## config.mk

```make
export PLATFORM = sky130hd
export DESIGN_NAME = keyboard_matrix_responder_flat
export DESIGN_NICKNAME = d
export VERILOG_FILES = /design/src/rtl/keyboard_matrix_responder_if.sv /design/src/rtl/keyboard_matrix_responder.sv /design/src/flat_wrapper.sv
export SDC_FILE = /design/constraint.sdc
export NUM_CORES = 1
export LEC_CHECK = 0
export ABC_AREA = 1
export ABC_CLOCK_PERIOD_IN_PS = 6900
export CAP_MARGIN = 20
export CORE_MARGIN = 3
export CORE_UTILIZATION = 55
export CTS_CLUSTER_DIAMETER = 30
export CTS_CLUSTER_SIZE = 25
export DETAILED_ROUTE_END_ITERATION = 6
export GPL_TIMING_DRIVEN = 1
export HOLD_SLACK_MARGIN = 0.12
export PLACE_DENSITY = 0.74
export SLEW_MARGIN = 5
export SYNTH_ARGS = -nofsm -noshare
export SYNTH_HDL_FRONTEND = slang
export SYNTH_SLANG_ARGS = --single-unit
```

## constraint.sdc

```tcl
create_clock -name o2 -period 6.9 [get_ports o2]
set_clock_uncertainty 0.15 [all_clocks]
set_input_delay 2.07 -clock o2 [delete_from_list [all_inputs] [get_ports o2]]
set_output_delay 2.07 -clock o2 [all_outputs]
set_load 0.05 [all_outputs]
```

## src/rtl/keyboard_matrix_responder_if.sv

```systemverilog
// keyboard_matrix_responder_if: host key-event handshake, modifier levels and POKEY scan lines
// Signals:
//   key_valid/key_ready/key_code/key_make  host make/break event handshake
//   shift_in/ctrl_in/break_in              host modifier levels
//   key_scan_L                             POKEY scan lines, active low
//   kr1_L/kr2_L                            key-return lines back to POKEY
//   any_key                                OR of the pressed bitmap
// Modports: master = host/POKEY side, slave = responder.
interface keyboard_matrix_responder_if #(
    parameter int SCAN_BITS = 6
);
    logic [SCAN_BITS-1:0] key_scan_L;
    logic                 kr1_L;
    logic                 kr2_L;
    logic                 key_valid;
    logic                 key_ready;
    logic [SCAN_BITS-1:0] key_code;
    logic                 key_make;
    logic                 shift_in;
    logic                 ctrl_in;
    logic                 break_in;
    logic                 any_key;

    modport master (
        output key_scan_L, key_valid, key_code, key_make, shift_in, ctrl_in, break_in,
        input  kr1_L, kr2_L, key_ready, any_key
    );

    modport slave (
        input  key_scan_L, key_valid, key_code, key_make, shift_in, ctrl_in, break_in,
        output kr1_L, kr2_L, key_ready, any_key
    );
endinterface

```

## src/rtl/keyboard_matrix_responder.sv

```systemverilog
// keyboard_matrix_responder: Atari keyboard matrix answering POKEY scans from host make/break events
// Ports:
//   o2   system clock, all state on posedge
//   rst  asynchronous active-high reset
//   bus  slave side of keyboard_matrix_responder_if (event handshake, modifiers,
//        scan lines in, kr1_L/kr2_L/any_key out)
module keyboard_matrix_responder #(
    parameter int                   SCAN_BITS = 6,
    parameter int                   MIN_SCANS = 2,
    parameter logic [SCAN_BITS-1:0] SHIFT_IDX = 6'd16,
    parameter logic [SCAN_BITS-1:0] CTRL_IDX  = 6'd0,
    parameter logic [SCAN_BITS-1:0] BREAK_IDX = 6'd48
) (
    input logic                        o2,
    input logic                        rst,
    keyboard_matrix_responder_if.slave bus
);
    localparam int KEYS = 1 << SCAN_BITS;
    localparam int CW   = MIN_SCANS > 0 ? $clog2(MIN_SCANS + 1) : 1;

    typedef enum logic {IDLE, HOLD} state_t;

    state_t               state_q, state_d;
    logic [KEYS-1:0]      pressed_q, pressed_d;
    logic [CW-1:0]        wrap_cnt_q, wrap_cnt_d;
    logic [SCAN_BITS-1:0] idx, prev_idx_q;
    logic                 shift_q, ctrl_q, break_q;
    logic                 wrap, hold_done;

    assign idx  = ~bus.key_scan_L;
    // A scan pass completes when the index lands on 0 coming from anywhere else;
    // a scan parked on one index therefore never completes a pass.
    assign wrap = idx == '0 && prev_idx_q != '0;
    // HOLD ends on the edge that would bring wrap_cnt to MIN_SCANS; with no
    // required passes it lasts a single cycle.
    assign hold_done = MIN_SCANS == 0 || (wrap && wrap_cnt_q == CW'(MIN_SCANS - 1));

    always_comb begin
        state_d    = state_q;
        pressed_d  = pressed_q;
        wrap_cnt_d = wrap_cnt_q;
        if (state_q == IDLE) begin
            if (bus.key_valid) begin
                pressed_d[bus.key_code] = bus.key_make;
                wrap_cnt_d              = '0;
                state_d                 = HOLD;
            end
        end else begin
            wrap_cnt_d = wrap ? wrap_cnt_q + CW'(1) : wrap_cnt_q;
            state_d    = hold_done ? IDLE : HOLD;
        end
    end

    always_ff @(posedge o2 or posedge rst) begin
        if (rst) begin
            state_q    <= IDLE;
            pressed_q  <= '0;
            wrap_cnt_q <= '0;
            prev_idx_q <= '1;
            shift_q    <= 1'b0;
            ctrl_q     <= 1'b0;
            break_q    <= 1'b0;
        end else begin
            state_q    <= state_d;
            pressed_q  <= pressed_d;
            wrap_cnt_q <= wrap_cnt_d;
            prev_idx_q <= idx;
            shift_q    <= bus.shift_in;
            ctrl_q     <= bus.ctrl_in;
            break_q    <= bus.break_in;
        end
    end

    // Both return lines are combinational from the scan index so POKEY sees the
    // answer for the index it drives within the same cycle.
    assign bus.kr1_L     = ~pressed_q[idx];
    assign bus.kr2_L     = ~((idx == SHIFT_IDX && shift_q) || (idx == CTRL_IDX && ctrl_q) ||
                             (idx == BREAK_IDX && break_q));
    assign bus.key_ready = state_q == IDLE;
    assign bus.any_key   = |pressed_q;
endmodule

```

## src/flat_wrapper.sv

```systemverilog
// flat-port wrapper written by rule: the top's interface ports become plain ports
module keyboard_matrix_responder_flat 
#(
    parameter int                   SCAN_BITS = 6,
    parameter int                   MIN_SCANS = 2,
    parameter logic [SCAN_BITS-1:0] SHIFT_IDX = 6'd16,
    parameter logic [SCAN_BITS-1:0] CTRL_IDX  = 6'd0,
    parameter logic [SCAN_BITS-1:0] BREAK_IDX = 6'd48
)
  (o2, rst, bus_key_scan_L, bus_key_valid, bus_key_code, bus_key_make, bus_shift_in, bus_ctrl_in, bus_break_in, bus_kr1_L, bus_kr2_L, bus_key_ready, bus_any_key);
  keyboard_matrix_responder_if #(.SCAN_BITS(SCAN_BITS)) bus_i ();
  input logic o2;
  input logic rst;
  input wire logic [$bits(bus_i.key_scan_L)-1:0] bus_key_scan_L;
  input wire logic [$bits(bus_i.key_valid)-1:0] bus_key_valid;
  input wire logic [$bits(bus_i.key_code)-1:0] bus_key_code;
  input wire logic [$bits(bus_i.key_make)-1:0] bus_key_make;
  input wire logic [$bits(bus_i.shift_in)-1:0] bus_shift_in;
  input wire logic [$bits(bus_i.ctrl_in)-1:0] bus_ctrl_in;
  input wire logic [$bits(bus_i.break_in)-1:0] bus_break_in;
  output wire logic [$bits(bus_i.kr1_L)-1:0] bus_kr1_L;
  output wire logic [$bits(bus_i.kr2_L)-1:0] bus_kr2_L;
  output wire logic [$bits(bus_i.key_ready)-1:0] bus_key_ready;
  output wire logic [$bits(bus_i.any_key)-1:0] bus_any_key;
  assign bus_i.key_scan_L = bus_key_scan_L;
  assign bus_i.key_valid = bus_key_valid;
  assign bus_i.key_code = bus_key_code;
  assign bus_i.key_make = bus_key_make;
  assign bus_i.shift_in = bus_shift_in;
  assign bus_i.ctrl_in = bus_ctrl_in;
  assign bus_i.break_in = bus_break_in;
  assign bus_kr1_L = bus_i.kr1_L;
  assign bus_kr2_L = bus_i.kr2_L;
  assign bus_key_ready = bus_i.key_ready;
  assign bus_any_key = bus_i.any_key;
  keyboard_matrix_responder #(.SCAN_BITS(SCAN_BITS), .MIN_SCANS(MIN_SCANS), .SHIFT_IDX(SHIFT_IDX), .CTRL_IDX(CTRL_IDX), .BREAK_IDX(BREAK_IDX)) u_core (.o2(o2), .rst(rst), .bus(bus_i));
endmodule
```

Yosys cells after proc, flatten, opt, wreduce, memory -nomap -nowiden:

Index checks and enable logic that the tools add are counted.

* add/sub/neg operators: 1
* $mul: 0
* div/mod/pow operators: 0
* $lt $le $gt $ge: 3
* equality and inequality tests: 4
* shift-type cells: 0
* mux-type cells: 11
* bitwise logic cells: 4
* reductions and logical operators: 14

Operators with widths (number)
* bitwise mux 64 bit: 1
* OR reduction 64 bit: 1
* less-than comparator 6 x 7 -> 1 bit (second input constant): 2
* binary-select mux 1 bit (select 6 bit): 1
* demux 1 bit (select 6 bit): 1
* == test 6 x 5 -> 1 bit (second input constant): 1
* == test 6 bit (second input constant): 1
* >= comparator 6 x 1 -> 1 bit (second input constant): 1
* logical AND 1 bit: 6
* zero test 6 bit: 1
* 2-to-1 mux 2 bit: 3
* NOT 6 bit: 1
* nonzero test 6 bit: 1
* 2-to-1 mux 1 bit: 5
* AND reduction 2 bit: 2
* NOT 1 bit: 3
* adder 2 x 1 -> 2 bit (second input constant): 1
* == test 2 x 1 -> 1 bit (second input constant): 1
* logical OR 1 bit: 2
* inequality test 2 bit (second input constant): 1
* nonzero test 2 bit: 1

* flip-flop bits (word level): 76
* bits in latches: 0
* RAM bits: 0
* bits in read-only memories: 0
* output and inout bits: 4
* word-level logic and storage cells: 44
* memories kept: 0

Longest topological paths before layout:

Gate-level depths: netlist of the first run.

* depth in word-level cells: 6
* mapped depth: 12
* mapped depth without buffers: 10

Worst setup path after synthesis of the first run:

Ideal clock, no wire load.

* path kind: input to output
* start: in bus_key_scan_L[1]
* end: out bus_kr1_L
* data arrival time: 3.263 ns
* required time: 4.680 ns
* path slack: 1.417 ns
* stages: 11
* path buffers: 2
* path through: buf_2 > inv_2 > buf_2 > nand3_1 > nand3_1 > nand3_1 > nand2_1 > nand2_1 > nand2_1 > inv_1 > nand2_1

* word-level cells in the longest chain between the ends: 4

Ends and longest elaborated chain
* from (decl): line flat_wrapper.sv:14 `input wire logic [$bits(bus_i.key_scan_L)-1:0] bus_key_scan_L;`
* NOT 6 bit: line keyboard_matrix_responder.sv:30 `assign idx = ~bus.key_scan_L;`
* net u_core.idx[1]: line keyboard_matrix_responder.sv:26 `logic [SCAN_BITS-1:0] idx, prev_idx_q;`
* binary-select mux 1 bit (select 6 bit): line keyboard_matrix_responder.sv:76 `assign bus.kr1_L = ~pressed_q[idx];`
* 2-to-1 mux 1 bit (implied by the code): line keyboard_matrix_responder.sv:76
* NOT 1 bit: line keyboard_matrix_responder.sv:76
* to (decl): line flat_wrapper.sv:21 `output wire logic [$bits(bus_i.kr1_L)-1:0] bus_kr1_L;`

The timed path passes the listed nets, and every way through them passes these cells. The select of a mux whose other input is x is not followed.

Worst setup path in the final report of the first run:

* start: in bus_key_scan_L[0]
* end: out bus_kr1_L

* word-level cells in the longest chain between the ends: 4

Ends and longest elaborated chain (line)
* NOT 6 bit: keyboard_matrix_responder.sv:30
* binary-select mux 1 bit (select 6 bit): keyboard_matrix_responder.sv:76
* 2-to-1 mux 1 bit (implied by the code): keyboard_matrix_responder.sv:76
* NOT 1 bit: keyboard_matrix_responder.sv:76

No other way between the ends. The select of a mux whose other input is x is not followed.

==> results by group, run 1 <==
Detailed routing
  – Pre-Repair DR Iteration Count: 7
  – Post-route DRC: 0
  – Mean routed wirelength per cell: 17.6 um
  – Vias: 3,578
  – Number of vias per cell: 6.21
  – Initial drt markers: 360
  – Post-Route WL: 10,100 um
  – Antenna violation net count after detailed routing: 0

Synth
  – Post-synth top flop: dfrtp_1
  – Syn avg cell area: 8.46 um2
  – Mapped cell area: 3980 um2
  – Most numerous cell in the Yosys netlist: nand2_1
  – Ys Warns: 0
  – #FFs+latches synth: 76
  – Ys async rst share: 100%
  – Synth Net Count: 491
  – Synth Area in Simple Gates: 28.3%
  – Most area-hungry cell type in the Yosys netlist: dfrtp_1
  – Syn Inst Count: 471
  – Post-synth EDFFs: 0
  – Seq/Total Area, Yosys: 47.9%
  – Synth area leaders: dfrtp_1, nand2_1, a31oi_1
  – Post-synth top cells: nand2_1, dfrtp_1, nand3_1
  – Area fraction in compound gates after synthesis: 16.1%
  – Synth Area in Adders: 0.314%
  – Xor/xnor share of the synthesized area: 0%
  – Synth top area share: 44.0%
  – Mux contribution to synthesized area: 0.283%
  – Combinational family with the most area after synthesis: simple AND/OR/NAND/NOR gates
  – Netlist cell types: 28

Status
  – Status: finished clean

Cells and area
  – FILL cells: 616
  – Finished Cell Area: 4420 um2
  – Register area: 1910 um2
  – Layout cells sized above 1: 11.7%
  – Final Util: 64.1%
  – Ant diodes: 0
  – Final nets: 495
  – Finished Layout Cells: 576
  – Area of the multi-input gates: 1790 um2
  – Area grow syn2layout: 11.1%

Floorplanning
  – Area of the core: 6910 um2
  – Die area: 8300 um2
  – Core Rows: 30
  – I/O Pins: 23
  – Initial Util: 57.7%
  – DIE WIDTH: 91.1 um
  – Die height: 91.1 um

GRT
  – Global route overflow: 0
  – Vias in the first global route: 3,269
  – Overall Global Routing Usage: 25.8%
  – First-pass GRT wire length: 16,800 um
  – Largest net degree at the start of global routing: 77
  – Initial antenna violation count: 0

Clock tree
  – H-tree levels: 3
  – CTS tree: yes
  – Clock buffer depth: 2
  – Cts hold-fix bufs: 0
  – Worst skew pair latency: 0.35 ns
  – Reg clk slew, reported paths: 0.08 ns
  – Cts bufs inserted: 9
  – CTS root buf: clkbuf_8
  – CTS resizes: 0
  – Post-CTS Setup Bufs: 0
  – Clock Sinks: 76

Worst setup path
  – Worst endpoint required time: 4.68 ns
  – CP endpoint kind: output pin
  – Worst path arrival time: 3.89 ns
  – Worst setup path class: in -> out
  – Worst-path fanout max: 34
  – Worst Setup Start Kind: input pin

Worst hold path
  – Hold WC Path Type: reg -> reg

Timing
  – Worst slew margin: 33.4%
  – Fin. max-slew vios: 0
  – Worst slew pin tran: 0.998 ns
  – Tmin final: 6.11 ns
  – RSZ-0062 raised after global routing: false
  – Total Neg Setup Slack: 0 ns
  – Tcrit/Tclk final: 88.6%
  – Final Hold Fails: 0
  – # setup viols final: 0
  – Fmax achieved: 164 MHz

Placed design
  – Port Buf Inserts: 22
  – Routability cong.: 0.844
  – Placed cells: 560
  – DP Wirelength: 6360 um
  – Placed cell area: 4170 um2

Job
  – Max-Cap Viols: 0

Power
  – PwrDens: 259 nW/um2
  – Static leakage: 1.90 nW
  – Overall power: 1.15 mW
  – VDD IR max: 126 uV
-- registers in the layout (all words and copies together) (netlist names) --
register           flops
u_core.prev_idx_q      6
u_core.break_q         1
u_core.shift_q         1
u_core.state_q         1
u_core.pressed_q      64
u_core.wrap_cnt_q      2
u_core.ctrl_q          1
-- stage by stage --
stage	hold slack, ns	worst slack (ns)
6_report	0.367	0.788
3_5_place_dp	0.350	0.831
5_1_grt	0.398	0.578
3_3_place_gp	0.339	0.884
2_1_floorplan	0.316	1.42
4_1_cts	0.370	0.823
-- path summary, 6_finish.rpt --
path | cells past startpoint | from | slack (ns) | end
min in group asynchronous | 3 | rst | 2.15 | u_core.pressed_q[54]
worst min register to register | 1 | u_core.wrap_cnt_q[0] | 0.37 | u_core.wrap_cnt_q[0]
worst max register to register | 9 | u_core.state_q | 4.43 | u_core.pressed_q[18]
worst min-delay path | 1 | u_core.wrap_cnt_q[0] | 0.37 | u_core.wrap_cnt_q[0]
worst max-delay path | 12 | bus_key_scan_L[0] | 0.79 | bus_kr1_L
max in group asynchronous | 3 | rst | 3.83 | u_core.pressed_q[32]
-- layout by cell type, fill, tap and decap left out, drive strengths merged --
master         synthesis  layout
bufinv                 0       3
a31oi                 50      50
a21oi                 56      56
nor2                  22      22
ha                     1       1
dfrtp                 70      70
nor4                  17      17
nand4                  6       6
nand3                 62      62
dfstp                  6       6
mux2                   1       1
nand2                102     102
clkbuf                 8      11
buf                   24       5
inv                   25      26
nor3                  11      11
clkinvlp               0       1
o21ai                 10      10
clkdlybuf4s50          0      20
-- kinds of logic (layout without fill, tap and decap cells) --
logic type,after synthesis,after routing
simple gates,220,220
mux,1,1
fa+ha+maj,1,1
flops,76,76
buf+inv,57,66
compound gates,116,116
-- where the power goes --
group          switching, mW  internal [mW]  total [mW]
registers             0.0302          0.484       0.514
logic                  0.126         0.0736       0.199
clock network          0.171          0.261       0.432
total                  0.327          0.819        1.15
-- critical path: stages --
cell	delay, ns
clkdlybuf4s50_1	0.45
inv_2	0.47
nand2_1	0.12
nand3_1	0.10
nand3_1	0.08
nand3_1	0.10
nand2_1	0.06
nand2_1	0.06
nand2_1	0.07
inv_1	0.06
nand2_1	0.08
buf_12	0.16
-- per-layer routing --
layer / track usage (%) / part of all wire (%)
met1: 37.4 / 45
met2: 38.8 / 46
met3: 5.39 / 7.9
met4: 8.42 / 1.4
met5: 0 / 0
-- final cells by class --
| type | instances | area share [%] |
|---|---|---|
| Multi-Input combinational cell | 338 | 40.5 |
| Timing Repair Buffer | 25 | 5.66 |
| Tap cell | 96 | 2.71 |
| Clock inverter | 5 | 2.40 |
| Sequential cell | 76 | 43.2 |
| Clock buffer | 11 | 3.42 |
| Inverter | 25 | 2.12 |
Note: power is estimated with default switching activity, not from simulation.
==> run 2, diff against run 1 <==
--- a/config.mk
+++ b/config.mk
@@ -9,13 +9,15 @@
 export ABC_CLOCK_PERIOD_IN_PS = 6900
 export CAP_MARGIN = 20
 export CORE_MARGIN = 3
-export CORE_UTILIZATION = 55
+export CORE_UTILIZATION = 49
 export CTS_CLUSTER_DIAMETER = 30
 export CTS_CLUSTER_SIZE = 25
 export DETAILED_ROUTE_END_ITERATION = 6
+export DONT_BUFFER_PORTS = 1
 export GPL_TIMING_DRIVEN = 1
 export HOLD_SLACK_MARGIN = 0.12
-export PLACE_DENSITY = 0.74
+export PLACE_DENSITY = 0.64
+export SETUP_SLACK_MARGIN = 0.02
 export SLEW_MARGIN = 5
 export SYNTH_ARGS = -nofsm -noshare
 export SYNTH_HDL_FRONTEND = slang
==> results by group, run 2 (same netlist as run 1, synthesis figures left out) <==
Placed design
  – Placed cell area: 3930 um2 (-5.6%)
  – DP Wirelength: 6490 um (+1.9%)
  – Routability cong.: 0.825 (-2.2%)
  – Port Buf Inserts: 0 (-100%)

Worst setup path
  – Worst-path fanout max: 34 (unchanged)
  – Stages on worst setup path: 10 (-2)
  – Buf/Inv on CP: 2 (-2)
  – Critical-path cell list: inv_2, nand2_1, nand3_1, nand3_1, nand3_1, nand2_1, nand2_1, nand2_1, inv_1, nand2_1
  – CP delay by family, top: simple AND/OR/NAND/NOR gates
  – Worst setup path class: in -> out
  – R2R Path Start: u_core.state_q
  – Cell mode on critical path: nand2_1
  – Reg2reg path depth: 8 (-1)
  – R2R Setup Slk: 4.08 ns (-0.35 ns)
  – Worst Setup Start Kind: input pin
  – Worst path arrival time: 3.44 ns (-0.45 ns)
  – Crit path largest cell delay: 0.43 ns (-0.04 ns)
  – CP max-delay cell: inv_2
  – Worst endpoint required time: 4.68 ns (about the same)
  – CP endpoint kind: output pin
  – Reg-to-Reg End: u_core.pressed_q[18]

Clock tree
  – Cts bufs inserted: 9 (unchanged)
  – Reg clk slew, reported paths: 0.08 ns (about the same)
  – CTS tree: yes
  – Post-CTS Setup Bufs: 0 (unchanged)
  – CTS root buf: clkbuf_8
  – Cts hold-fix bufs: 0 (unchanged)
  – CTS resizes: 0 (unchanged)
  – Clock Sinks: 76 (unchanged)
  – H-tree levels: 3 (unchanged)
  – Clock buffer depth: 2 (unchanged)
  – Worst skew pair latency: 0.35 ns (about the same)

Detailed routing
  – Mean routed wirelength per cell: 17.9 um (+2.0%)
  – Pre-Repair DR Iteration Count: 4 (-3)
  – Post-route DRC: 0 (unchanged)
  – Post-Route WL: 10000 um (-1.4%)
  – Number of vias per cell: 6.06 (-2.5%)
  – Antenna violation net count after detailed routing: 0 (unchanged)
  – Vias: 3,375 (-5.7%)
  – Initial drt markers: 256 (-29%)

Cells and area
  – Finished Cell Area: 4160 um2 (-6.1%)
  – Final nets: 471 (-4.8%)
  – FILL cells: 710 (+15%)
  – Area grow syn2layout: 4.34%
  – Layout cells sized above 1: 11.2% (-0.46 points)
  – Biggest regs: u_core.pressed_q (64), u_core.prev_idx_q (6), u_core.wrap_cnt_q (2)
  – Most common cell after layout, fill and taps aside: nand2_1
  – Most frequent cells in the layout: nand2_1, dfrtp_1, nand3_1
  – Max reg flops: 64 (unchanged)
  – Most flops, register: u_core.pressed_q
  – Ant diodes: 0 (unchanged)

Worst hold path
  – Worst Hold Path EP: u_core.state_q
  – Hold WC Path Type: reg -> reg
  – Hold path startpoint: u_core.state_q
  – Hold Path Cell Cnt: 2 (+1)

Timing
  – Tcrit/Tclk final: 82.0% (-6.6 points)
  – Tmin final: 5.66 ns (-0.452 ns)
  – Total Neg Setup Slack: 0 ns (unchanged)
  – # setup viols final: 0 (unchanged)
  – RSZ-0062 raised after global routing: false
  – Worst slew margin: 30.5% (-2.8 points)
  – Worst slew pin tran: 1.04 ns (+0.0435 ns)
  – Fmax achieved: 177 MHz (+8.0%)
  – Final Hold Fails: 0 (unchanged)
  – Fin. max-slew vios: 0 (unchanged)

GRT
  – GR peak layer: met2
  – Met1 usage: 32.2% (-5.3 points)
  – First-pass GRT wire length: 15,600 um (-7.4%)
  – Global route overflow: 0 (unchanged)
  – Routing usage on met3: 4.46% (-0.93 points)
  – Vias in the first global route: 2,976 (-9.0%)
  – Initial antenna violation count: 0 (unchanged)
  – Grt met2 use: 33.9% (-4.9 points)
  – Largest net degree at the start of global routing: 77 (unchanged)
  – Overall Global Routing Usage: 22.6% (-3.3 points)

Floorplanning
  – Initial Util: 51.0% (-6.7 points)
  – Die area: 9250 um2 (+11%)
  – DIE WIDTH: 96.2 um (+5.6%)
  – Die height: 96.2 um (+5.6%)
  – Core Rows: 32 (+6.7%)
  – I/O Pins: 23 (unchanged)
  – Area of the core: 7810 um2 (+13%)

Power
  – VDD IR max: 120 uV (-5.0%)
  – Static leakage: 1.79 nW (-6.1%)
  – PwrDens: 257 nW/um2 (-0.72%)

Status
  – Status: finished clean

Job
  – Max-Cap Viols: 0 (unchanged)
[run 2: changes by cell type in the layout (fill, tap and decap cells not counted), sizes merged]
cell | previous run | this run
clkdlybuf4s50 | 20 | 0
buf | 5 | 1
bufinv | 3 | 2
clkinv | 0 | 1
inv | 26 | 25
[run 2: layer usage]
layer / share of wire [%] / vias to the layer above
met5: 0 / -
met2: 45 / 118
met3: 5.7 / 18
met4: 1.8 / 0
met1: 47 / 1611
li1: - / 1628
[run 2: worst max path at each step]
| stage | slack (ns) | endpoint | from |
|---|---|---|---|
| finish | 1.24 | bus_kr1_L | bus_key_scan_L[0] |
| global route | 1.09 | bus_kr1_L | bus_key_scan_L[0] |
| CTS | 1.25 | bus_kr1_L | bus_key_scan_L[0] |
| detailed placement | 1.25 | bus_kr1_L | bus_key_scan_L[0] |
| global placement | 1.31 | bus_kr1_L | bus_key_scan_L[0] |
| floorplan | 1.42 | bus_kr1_L | bus_key_scan_L[1] |
[run 2: per-stage QoR]
step                utilization [%]  worst slack [ns]  instances  total power, mW  hold slack [ns]
floorplan                         -              1.42        471            0.655            0.316
CTS                            53.2              1.25        557             1.07            0.370
global placement               50.4              1.31        542            0.683            0.335
finish                         53.2              1.24        557             1.07            0.363
detailed placement             50.4              1.25        542            0.687            0.352
global route                   53.2              1.09        557             1.12            0.403
[run 2: area by class of cell]
type                       count  area, um2  area share (%)
inverter                      25       93.8            2.26
clock buffer                  11        151            3.64
multi-input combinational    338       1790            43.1
tap                          102        128            3.07
clock inverter                 4       72.6            1.75
sequential                    76       1910            45.9
timing repair buffer           1       7.51           0.181
[run 2: worst min-delay path, cell delays in order, from the launching register on]
cell and delay (ns):
dfrtp_1 0.37, a21oi_1 0.07, inv_1 0.04
[run 2: where the power goes]
part / internal [mW] / total [mW] / leakage [nW] / switching (mW)
combinational: 0.0561 / 0.165 / 0.658 / 0.109
sequential: 0.484 / 0.515 / 1.02 / 0.0312
clock: 0.221 / 0.388 / 0.111 / 0.167
